===== src/rtl/alu_share_arbiter.sv =====
// alu_share_arbiter: round-robin sharing of one combinational ALU between two requesters.
// Latency: request accepted in cycle N gives rsp_valid from cycle N+2; initiation interval 3 cycles.
// Backpressure: holds the response in RESP until the granted rsp_ready; no request accepted meanwhile.
// Optional feature macro ALU_ARB_ILLEGAL_CHK_EN adds rsp_err and squashes undefined ctrl codes.
module alu_share_arbiter #(
  parameter int XLEN  = 32,
  parameter int CNT_W = 16
) (
  input  logic             clk,
  input  logic             rst_n,
  input  logic             req0_valid,
  output logic             req0_ready,
  input  logic [XLEN-1:0]  req0_op1,
  input  logic [XLEN-1:0]  req0_op2,
  input  logic [3:0]       req0_ctrl,
  output logic             rsp0_valid,
  input  logic             rsp0_ready,
  input  logic             req1_valid,
  output logic             req1_ready,
  input  logic [XLEN-1:0]  req1_op1,
  input  logic [XLEN-1:0]  req1_op2,
  input  logic [3:0]       req1_ctrl,
  output logic             rsp1_valid,
  input  logic             rsp1_ready,
  output logic [XLEN-1:0]  rsp_result,
  output logic             rsp_zero,
`ifdef ALU_ARB_ILLEGAL_CHK_EN
  output logic             rsp_err,
`endif
  output logic [XLEN-1:0]  alu_op1,
  output logic [XLEN-1:0]  alu_op2,
  output logic [3:0]       alu_ctrl,
  input  logic [XLEN-1:0]  alu_result,
  input  logic             alu_zero,
  output logic             busy,
  output logic [CNT_W-1:0] op_count
);

  typedef enum logic [1:0] {S_IDLE, S_EXEC, S_RESP} state_t;

  state_t            state_q, state_d;
  logic              rr_ptr_q, rr_ptr_d;
  logic              grant_q, grant_d;
  logic [XLEN-1:0]   op1_q, op1_d;
  logic [XLEN-1:0]   op2_q, op2_d;
  logic [3:0]        ctrl_q, ctrl_d;
  logic [XLEN-1:0]   result_q, result_d;
  logic              zero_q, zero_d;
  logic [CNT_W-1:0]  cnt_q, cnt_d;
  logic              win;

`ifdef ALU_ARB_ILLEGAL_CHK_EN
  logic              err_q, err_d;
  logic              ctrl_legal;

  // Decode whether the latched ctrl is one of the seven defined ALU codes.
  always_comb begin
    case (ctrl_q)
      4'b0010, 4'b0110, 4'b0000, 4'b0001,
      4'b1000, 4'b0111, 4'b1001: ctrl_legal = 1'b1;
      default:                   ctrl_legal = 1'b0;
    endcase
  end

  assign rsp_err = err_q;
`endif

  // Arbitration, operand capture, result capture and response handshake.
  always_comb begin
    state_d    = state_q;
    rr_ptr_d   = rr_ptr_q;
    grant_d    = grant_q;
    op1_d      = op1_q;
    op2_d      = op2_q;
    ctrl_d     = ctrl_q;
    result_d   = result_q;
    zero_d     = zero_q;
    cnt_d      = cnt_q;
`ifdef ALU_ARB_ILLEGAL_CHK_EN
    err_d      = err_q;
`endif
    win        = 1'b0;
    req0_ready = 1'b0;
    req1_ready = 1'b0;
    rsp0_valid = 1'b0;
    rsp1_valid = 1'b0;
    case (state_q)
      S_IDLE: begin
        if (req0_valid || req1_valid) begin
          // Contention goes to the round-robin pointer; a lone requester always wins.
          win        = (req0_valid && req1_valid) ? rr_ptr_q : req1_valid;
          req0_ready = ~win;
          req1_ready = win;
          grant_d    = win;
          op1_d      = win ? req1_op1  : req0_op1;
          op2_d      = win ? req1_op2  : req0_op2;
          ctrl_d     = win ? req1_ctrl : req0_ctrl;
          state_d    = S_EXEC;
        end
      end
      S_EXEC: begin
        result_d = alu_result;
        zero_d   = alu_zero;
`ifdef ALU_ARB_ILLEGAL_CHK_EN
        err_d    = 1'b0;
        if (!ctrl_legal) begin
          result_d = '0;
          zero_d   = 1'b1;
          err_d    = 1'b1;
        end
`endif
        state_d  = S_RESP;
      end
      S_RESP: begin
        rsp0_valid = ~grant_q;
        rsp1_valid = grant_q;
        if (grant_q ? rsp1_ready : rsp0_ready) begin
          rr_ptr_d = ~grant_q;
          if (cnt_q != {CNT_W{1'b1}}) cnt_d = cnt_q + 1'b1;
          state_d  = S_IDLE;
        end
      end
      default: state_d = S_IDLE;
    endcase
  end

  // State and datapath registers; reset discards any in-flight operation.
  always_ff @(posedge clk or negedge rst_n) begin
    if (!rst_n) begin
      state_q  <= S_IDLE;
      rr_ptr_q <= 1'b0;
      grant_q  <= 1'b0;
      op1_q    <= '0;
      op2_q    <= '0;
      ctrl_q   <= 4'b0000;
      result_q <= '0;
      zero_q   <= 1'b0;
      cnt_q    <= '0;
`ifdef ALU_ARB_ILLEGAL_CHK_EN
      err_q    <= 1'b0;
`endif
    end else begin
      state_q  <= state_d;
      rr_ptr_q <= rr_ptr_d;
      grant_q  <= grant_d;
      op1_q    <= op1_d;
      op2_q    <= op2_d;
      ctrl_q   <= ctrl_d;
      result_q <= result_d;
      zero_q   <= zero_d;
      cnt_q    <= cnt_d;
`ifdef ALU_ARB_ILLEGAL_CHK_EN
      err_q    <= err_d;
`endif
    end
  end

  assign alu_op1    = op1_q;
  assign alu_op2    = op2_q;
  assign alu_ctrl   = ctrl_q;
  assign rsp_result = result_q;
  assign rsp_zero   = zero_q;
  assign busy       = (state_q != S_IDLE);
  assign op_count   = cnt_q;

endmodule


===== config.mk =====
export PLATFORM = sky130hd
export DESIGN_NAME = alu_share_arbiter
export DESIGN_NICKNAME = d
export VERILOG_FILES = /design/src/rtl/alu_share_arbiter.sv
export SDC_FILE = /design/constraint.sdc
export NUM_CORES = 1
export LEC_CHECK = 0
export CAP_MARGIN = 20
export CORE_UTILIZATION = 31
export CTS_CLUSTER_SIZE = 28
export DETAILED_ROUTE_END_ITERATION = 7
export PLACE_DENSITY = 0.68
export SKIP_LAST_GASP = 1
export SYNTH_ARGS = -nofsm -noshare
export SYNTH_HDL_FRONTEND = slang
export SYNTH_SLANG_ARGS = --single-unit

===== constraint.sdc =====
create_clock -name clk -period 2.3 [get_ports clk]
set_clock_uncertainty 0.2 [all_clocks]
set_input_delay 0.46 -clock clk [delete_from_list [all_inputs] [get_ports clk]]
set_output_delay 0.46 -clock clk [all_outputs]
set_load 0.1 [all_outputs]

==> summary.txt, run 1 <==
Final layout
  • Share of cells above drive strength 1: 32.5%
  • Final nets: 900
  • Final core utilization: 55.9%
  • Fin area: 0.00887 mm²
  • ANT cells: 0
  • P&R area growth vs syn: 76.4%

Route
  • Antenna-violating nets left: 0
  • Via count: 4580
  • Average routed wire per standard cell: 16.7 µm
  • Starting DRC count in detailed routing: about 360
  • Vias per inst: 4.81
  • DRT Pass-1 Iters: 6
  • DRC: 0
  • WL final: 15900 µm

Critical path
  • Slowest cell delay on critical path: 380 ps
  • Reg2reg start: state_q[0]
  • Most frequent CP cell: or2_4
  • CP startpoint: state_q[0]
  • Worst EP arrival: 1700 ps
  • CP max stage cell: dfrtp_1
  • WP data required: approximately 1600 ps
  • Startpoint Class: flop
  • Critical-path maximum fanout: 2
  • Crit. End Element: output port
  • R2R cell count: 5
  • FF-to-FF End: alu_op2[2]
  • Flop2flop setup slack: 180 ps
  • Worst Setup Path Type: reg2out
  • Critical path cell sequence: or2_4 -> or2_4 -> inv_2 -> and2_4 -> buf_12

Min path
  • Hold path start: alu_op2[28]
  • Worst hold path stage count: 2
  • Hold Path Sink: alu_op2[28]
  • Hold crit path type: reg2reg

Yosys
  • Fraction of registers with async set/reset: 100%
  • Top FF cell, synth: dfrtp_1
  • Mapped cell area: 0.00503 mm²
  • Yosys cell types: 34
  • Cells after Synth: 410
  • Post-Synthesis Net Count: around 600
  • Flip-flop and latch count after synthesis: around 120
  • Syn Area/Cell: 12.3 µm²
  • Post-synth EDFFs: 0
  • Yosys warns: 0
  • Seq/Total Area, Yosys: 60.2%

Global routing
  • Initial antenna violation count: 0
  • Vias in the first global route: 4450
  • Grt ovf: 0
  • First-pass GRT wire length: 23300 µm
  • GR Util All Layers: 18.6%
  • Largest net degree at the start of global routing: 82

Timing
  • Measured slew at the worst slew-check pin: 808 ps
  • Worst Slack Setup Final: -59.1 ps
  • Fmax: 424 MHz
  • Fin Hold WS: around 280 ps
  • Min Tclk post-route: 2360 ps
  • Final Hold Vio Count: 0
  • Tcrit/Tclk final: 103%
  • Setup_tns: -59.1 ps
  • Final Max Slew Viols: 0
  • RSZ-0062 raised after global routing: yes
  • Max-Slew Margin vs Limit: between 40% and 50%
  • Setup-failing EPs final: 1

Flow run
  • Max-Cap Viols: 0

Placement
  • Area after DPL: about 0.0081 mm²
  • Gpl congestion: 0.781
  • Port Buffers: 296
  • Post-detail-place hpwl: between 10000 and 15000 µm

Floorplan
  • Core Area: 0.0159 mm²
  • Ports: 297
  • Initial Util: a little under a third
  • Height of the die: 129 µm
  • Die area: 0.0167 mm²
  • Chip width: 129 µm
  • Row count: 46

Clock network
  • Clock Path Buffers: 2
  • H-tree levels: 4
  • TritonCTS Buffers: 17
  • CTS root buffer: clkbuf_16
  • Clock transition at the registers of the reported paths: approximately 50 ps
  • Worst-skew pair later-pin latency: 410 ps
  • CTS tree: done
  • Clk sinks: 121

Run status
  • Failing checks: setup timing
  • Status: finished, violations left
## cells by family after synthesis
family / count (synthesis) / synth area share [%]
AO/OA/AOI/OAI: 73 / 12.3
XOR/XNOR: 15 / 2.61
adder cells (fa/ha/maj): 1 / 0.249
buffers and inverters: 78 / 6.39
flip-flops: 121 / 60.2
multiplexers: 56 / 12.1
AND/OR/NAND/NOR: 66 / 6.24
## Yosys cell counts (7+ instances only)
cell type | count | share of area (%)
buf_2 | 7 | 0.70
dfrtp_1 | 121 | 60
o21ai_0 | 22 | 2.2
xnor2_1 | 9 | 1.6
mux2i_1 | 22 | 4.4
mux2_2 | 33 | 7.4
clkbuf_1 | 13 | 0.97
nor2_1 | 12 | 0.90
a222oi_1 | 47 | 9.3
inv_1 | 50 | 3.7
nand2_1 | 31 | 2.3
## through the flow
| step | cells | setup WS (ps) |
|---|---|---|
| global route | 952 | -114 |
| floorplan | 410 | 2.26 |
| CTS | 950 | -89.3 |
| finish | 952 | -59.1 |
| detailed placement | 910 | -284 |
| global placement | 910 | -218 |
## flip-flops by register name, indices dropped and copies added, names as in the netlist
name        cells
grant_q         1
rr_ptr_q        1
alu_op1        32
alu_ctrl        4
rsp_result     32
alu_op2        32
rsp_zero        1
state_q         2
op_count       16
## metal layers
metal	GRT usage, %	wire (µm)	share of wire (%)
met5	0	0	0
met1	21.6	6100	38
met2	31.9	8130	51
met3	5.66	1360	8.5
met4	7.80	326	2.0
## worst max-delay path: cells and delay by family, from the launching register on
family | cells | cell delay (ps)
buffers and inverters | 2 | 240
flip-flops | 1 | 380
AND/OR/NAND/NOR | 3 | 670
## worst max-delay path by stage
stage	to	slack (ps)	cells after the start
after global routing	req0_ready	-110	5
after detailed placement	alu_op2[24]	-280	6
after global placement	req0_ready	-220	6
after floorplan	op_count[1]	2	4
after CTS	req0_ready	-90	5
final	req0_ready	-60	5
## area by class of cell
type | instances | area (µm²)
Multi-Input combinational cell | 211 | 1720
Inverter | 51 | 191
Clock buffer | 20 | 467
Tap cell | 216 | 270
Sequential cell | 121 | 3050
Timing Repair Buffer | 322 | 3030
Clock inverter | 11 | 146
Fill cell | 1348 | 7010
## repair_timing
item / 4_1_cts / 5_1_grt
resized for setup: 3 / 1
hold buffers: 1 / 0
setup buffers: 6 / 2
hold endpoints to repair: 23 / 0
gates cloned: 2 / 0
pin swaps: 3 / 3
setup endpoints to repair: 2 / 11
## layout by cell type (no fill, tap or decap), types with 9 or more instances in the layout
| cell type | synthesis | layout |
|---|---|---|
| clkbuf_16 | 0 | 17 |
| inv_1 | 50 | 50 |
| xnor2_1 | 9 | 9 |
| nand2_1 | 31 | 31 |
| mux2_2 | 33 | 33 |
| nor2_1 | 12 | 9 |
| a222oi_1 | 47 | 47 |
| clkdlybuf4s50_1 | 0 | 172 |
| buf_12 | 0 | 10 |
| mux2i_1 | 22 | 22 |
| buf_4 | 1 | 136 |
| o21ai_0 | 22 | 22 |
| dfrtp_2 | 0 | 10 |
| dfrtp_1 | 121 | 108 |
Power of run 1 is not shown: default switching activity piles up to over one toggle a cycle in this logic, so the estimate is an artifact.
==> inputs of run 2 (changes only) <==
Settings changed: DONT_BUFFER_PORTS set to 1, PLACE_DENSITY 0.68 to not set.
==> summary.txt, run 2 (same netlist as run 1, synthesis figures left out) <==
Route
  • Average routed wire per standard cell: 19.3 µm
  • Vias per inst: 5.20
  • Antenna-violating nets left: 0
  • Starting DRC count in detailed routing: ~440
  • Via count: 4225
  • DRC: 15
  • DRT Pass-1 Iters: 8
  • WL final: around 16000 µm

Clock network
  • Clk sinks: around 120
  • CTS root buffer: clkbuf_16
  • Clock Path Buffers: 2
  • CTS tree: done
  • Worst-skew pair later-pin latency: around 410 ps
  • H-tree levels: 4
  • TritonCTS Buffers: 17
  • Clock transition at the registers of the reported paths: 60 ps

Timing
  • Final Max Slew Viols: 0
  • Setup-failing EPs final: 1
  • RSZ-0062 raised after global routing: yes
  • Min Tclk post-route: 2330 ps
  • Tcrit/Tclk final: 101%
  • Measured slew at the worst slew-check pin: around 990 ps
  • Worst Slack Setup Final: -29.2 ps
  • Fmax: 429 MHz
  • Fin Hold WS: -452 ps
  • Final Hold Vio Count: 121
  • Max-Slew Margin vs Limit: 34.1%

Global routing
  • GR Util All Layers: 18.1%
  • Largest net degree at the start of global routing: 122
  • First-pass GRT wire length: 22300 µm
  • Vias in the first global route: about 4400
  • Initial antenna violation count: 0
  • Grt ovf: 0

Critical path
  • Crit. End Element: output port
  • Worst path bufs/invs: 2
  • Worst EP arrival: ~1700 ps
  • Critical path cell sequence: or2_4 -> or2_4 -> inv_2 -> and2_4 -> buf_12
  • Slowest cell delay on critical path: 370 ps
  • R2R cell count: 7
  • Most frequent CP cell: or2_4
  • FF-to-FF End: alu_op1[27]
  • CP max stage cell: dfrtp_1
  • Flop2flop setup slack: 180 ps
  • Startpoint Class: flop
  • WP data required: about 1600 ps
  • CP Depth: 5
  • Critical-path maximum fanout: 6
  • CP startpoint: state_q[1]
  • CP top delay family: simple AND/OR/NAND/NOR gates
  • Reg2reg start: state_q[0]
  • Worst Setup Path Type: reg2out

Final layout
  • Share of cells above drive strength 1: 25.3%
  • P&R area growth vs syn: 51.4%
  • Commonest non-fill, non-tap cells in the layout: 118 x dlygate4sd3_1, 108 x dfrtp_1, 55 x buf_4
  • Most common cell after layout, fill and taps aside: dlygate4sd3_1
  • Final nets: 759
  • Fill cells: 1399
  • ANT cells: 0
  • Final std cells w/o fill: between 800 and 900

Run status
  • Failing checks: DRC, hold timing, setup timing
  • Status: finished, violations left

Floorplan
  • Initial Util: 31.7%
  • Row count: 46
  • Core Area: about 0.016 mm²
  • Chip width: about 130 µm
  • Die area: 0.0167 mm²
  • Height of the die: 129 µm
  • Ports: between 200 and 300

Flow run
  • Max-Cap Viols: 0

Placement
  • Gpl congestion: 0.804
  • Inst Count DP: 646
  • Post-detail-place hpwl: ~8900 µm
  • Port Buffers: 0

Min path
  • Hold crit path type: in2async
-- run 2: per-stage QoR --
step	TNS [ps]	worst slack (ps)	instance area [µm²]	util (%)	hold WS [ps]
finish	-29.2	-29.2	7620	48.0	-452
global route	-143	-97.0	7620	48.0	-482
floorplan	0	2.26	5070	-	-35.6
detailed placement	0	145	5600	35.3	-33.0
CTS	-63.6	-44.7	7580	47.7	-474
global placement	0	182	5600	35.3	-33.0
-- run 2: layer usage --
layer	vias up	share of wire, %	global-route usage, %
met1	2025	34	19.2
met2	317	53	31.9
met4	0	2.8	9.23
met3	46	9.5	6.28
li1	1837	-	-
met5	-	0	0
-- run 2: worst max path at each step --
| stage | slack [ps] | end |
|---|---|---|
| global route | -100 | req0_ready |
| global placement | 180 | req0_ready |
| finish | -30 | req0_ready |
| detailed placement | 150 | req0_ready |
| floorplan | 2 | op_count[1] |
| CTS | -40 | req0_ready |
-- run 2: layout make-up --
type                            instances  area [µm²]  area share, %
Sequential cell                       121        3050           40.0
Timing Repair Buffer                  181        1830           24.0
Multi-Input combinational cell        211        1710           22.5
Clock buffer                           20         437           5.73
Tap cell                              216         270           3.55
Inverter                               51         191           2.51
Clock inverter                         12         128           1.67
-- run 2: timing repair --
| action | CTS | global route |
|---|---|---|
| gates cloned | 6 | 0 |
| endpoints found under the setup margin | 2 | 2 |
| endpoints found under the hold margin | 201 | 124 |
| hold buffers | 115 | 3 |
| pin swaps | 2 | 0 |
| setup buffers | 8 | 2 |
| resized for setup | 2 | 0 |
Power of run 2 is left out for the same reason.
==> inputs of run 3 (changes only) <==
Settings changed: CORE_ASPECT_RATIO set to 0.6.
==> summary.txt, run 3 (same netlist as run 1, synthesis figures left out) <==
Global routing
  • Largest net degree at the start of global routing: 122
  • GR Util met1: 21.1%
  • Met2 usage: 31.9%
  • GR Util All Layers: a little under a fifth
  • GR Layer Usage met3: ~7.7%
  • Most used routing layer: met2
  • First-pass GRT wire length: 24000 µm
  • Vias in the first global route: 4544
  • Initial antenna violation count: 1
  • Grt ovf: 0

Route
  • DRC: 28
  • Starting DRC count in detailed routing: 390
  • Average routed wire per standard cell: between 15 and 20 µm
  • Via count: about 4100
  • Antenna-violating nets left: 0
  • DRT Pass-1 Iters: 8
  • Vias per inst: 5.21
  • WL final: 15800 µm

Critical path
  • Startpoint Class: flop
  • Crit. End Element: output port
  • Flop2flop setup slack: 70 ps
  • FF-to-FF End: alu_op1[15]
  • Worst EP arrival: 1670 ps
  • Worst Setup Path Type: reg2out
  • WP data required: 1640 ps
  • Reg2reg start: state_q[1]
  • R2R cell count: 8
  • Critical-path maximum fanout: 6

Clock network
  • TritonCTS Buffers: 17
  • Clk sinks: 121
  • CTS root buffer: clkbuf_16
  • Hold_buf cts: 116
  • H-tree levels: 4
  • Clock Path Buffers: 2
  • Clock transition at the registers of the reported paths: 60 ps
  • Worst-skew pair later-pin latency: 400 ps
  • CTS tree: done

Min path
  • Hold crit path type: in2async

Floorplan
  • Row count: 35
  • Die area: 0.0168 mm²
  • Initial Util: 32.3%
  • Chip width: 166 µm
  • Height of the die: 101 µm
  • Ports: about 300
  • Core Area: 0.0156 mm²

Placement
  • Setup WS pre-CTS: ~180 ps
  • Area after DPL: 0.00562 mm²
  • Port Buffers: 0
  • Gpl congestion: 0.802
  • Post-detail-place hpwl: 9290 µm

Final layout
  • Final core utilization: 48.4%
  • Fin area: 0.00755 mm²
  • Share of cells above drive strength 1: between 20% and 30%
  • Final nets: 754
  • P&R area growth vs syn: 50.0%
  • Fill cells: 1359
  • Commonest non-fill, non-tap cells in the layout: 116 x dlygate4sd3_1, 108 x dfrtp_1, 52 x buf_4
  • Most common cell after layout, fill and taps aside: dlygate4sd3_1

Timing
  • Min Tclk post-route: 2330 ps
  • Setup-failing EPs final: 2
  • Final Hold Vio Count: 121
  • Max-Slew Margin vs Limit: a little over a third
  • Final Max Slew Viols: 0
  • Tcrit/Tclk final: 101%
  • Fin Hold WS: -452 ps
  • Worst Slack Setup Final: -26.7 ps
  • Measured slew at the worst slew-check pin: 977 ps
  • RSZ-0062 raised after global routing: yes
  • Fmax: roughly 430 MHz

Run status
  • Status: finished, violations left
  • Failing checks: DRC, hold timing, setup timing

Flow run
  • Max-Cap Viols: 0
run 3: cell type report:
| type | instances | area, µm² | area share, % |
|---|---|---|---|
| multi-input cells | 211 | 1710 | 22.6 |
| flip-flops and latches | 121 | 3050 | 40.4 |
| diodes | 1 | 2.50 | 0.0332 |
| well taps | 203 | 254 | 3.36 |
| repair buffers | 176 | 1740 | 23.1 |
| clock buffers | 19 | 443 | 5.87 |
| inverters | 51 | 191 | 2.54 |
| clock inverters | 12 | 153 | 2.02 |
run 3: through the flow:
step	hold WS [ps]	TNS [ps]	instances
floorplan	-35.6	0	410
global placement	-31.8	0	635
detailed placement	-32.8	0	635
CTS	-476	-67.5	792
global route	-486	-318	794
finish	-452	-40.0	794
run 3: worst max-delay path by stage:
| stage | start | end | depth (start not counted) |
|---|---|---|---|
| finish | state_q[0] | req0_ready | 5 |
| global placement | state_q[1] | req0_ready | 5 |
| CTS | state_q[0] | req0_ready | 5 |
| global route | state_q[0] | req0_ready | 5 |
| floorplan | op_count[9] | op_count[1] | 4 |
| detailed placement | state_q[1] | alu_op1[30] | 8 |
run 3: critical path: stages, from the launching register on:
cell     delay (ps)
dfrtp_1         380
or2_4           260
or2_4           230
inv_2            60
and2_4          150
buf_12          180
run 3: repair_timing:
| action | in CTS | in global routing |
|---|---|---|
| buffers inserted | 7 | 1 |
| setup endpoints to repair | 2 | 7 |
| hold endpoints to repair | 200 | 121 |
| resized for setup | 2 | 3 |
| cloned | 3 | 0 |
| pin swaps | 3 | 0 |
run 3: per-layer routing:
| layer | share of wire (%) | up-vias |
|---|---|---|
| met5 | 0 | - |
| met4 | 1.6 | 0 |
| met3 | 9.8 | 26 |
| met2 | 51 | 247 |
| met1 | 38 | 2042 |
| li1 | - | 1820 |
Power of run 3 is left out for the same reason.
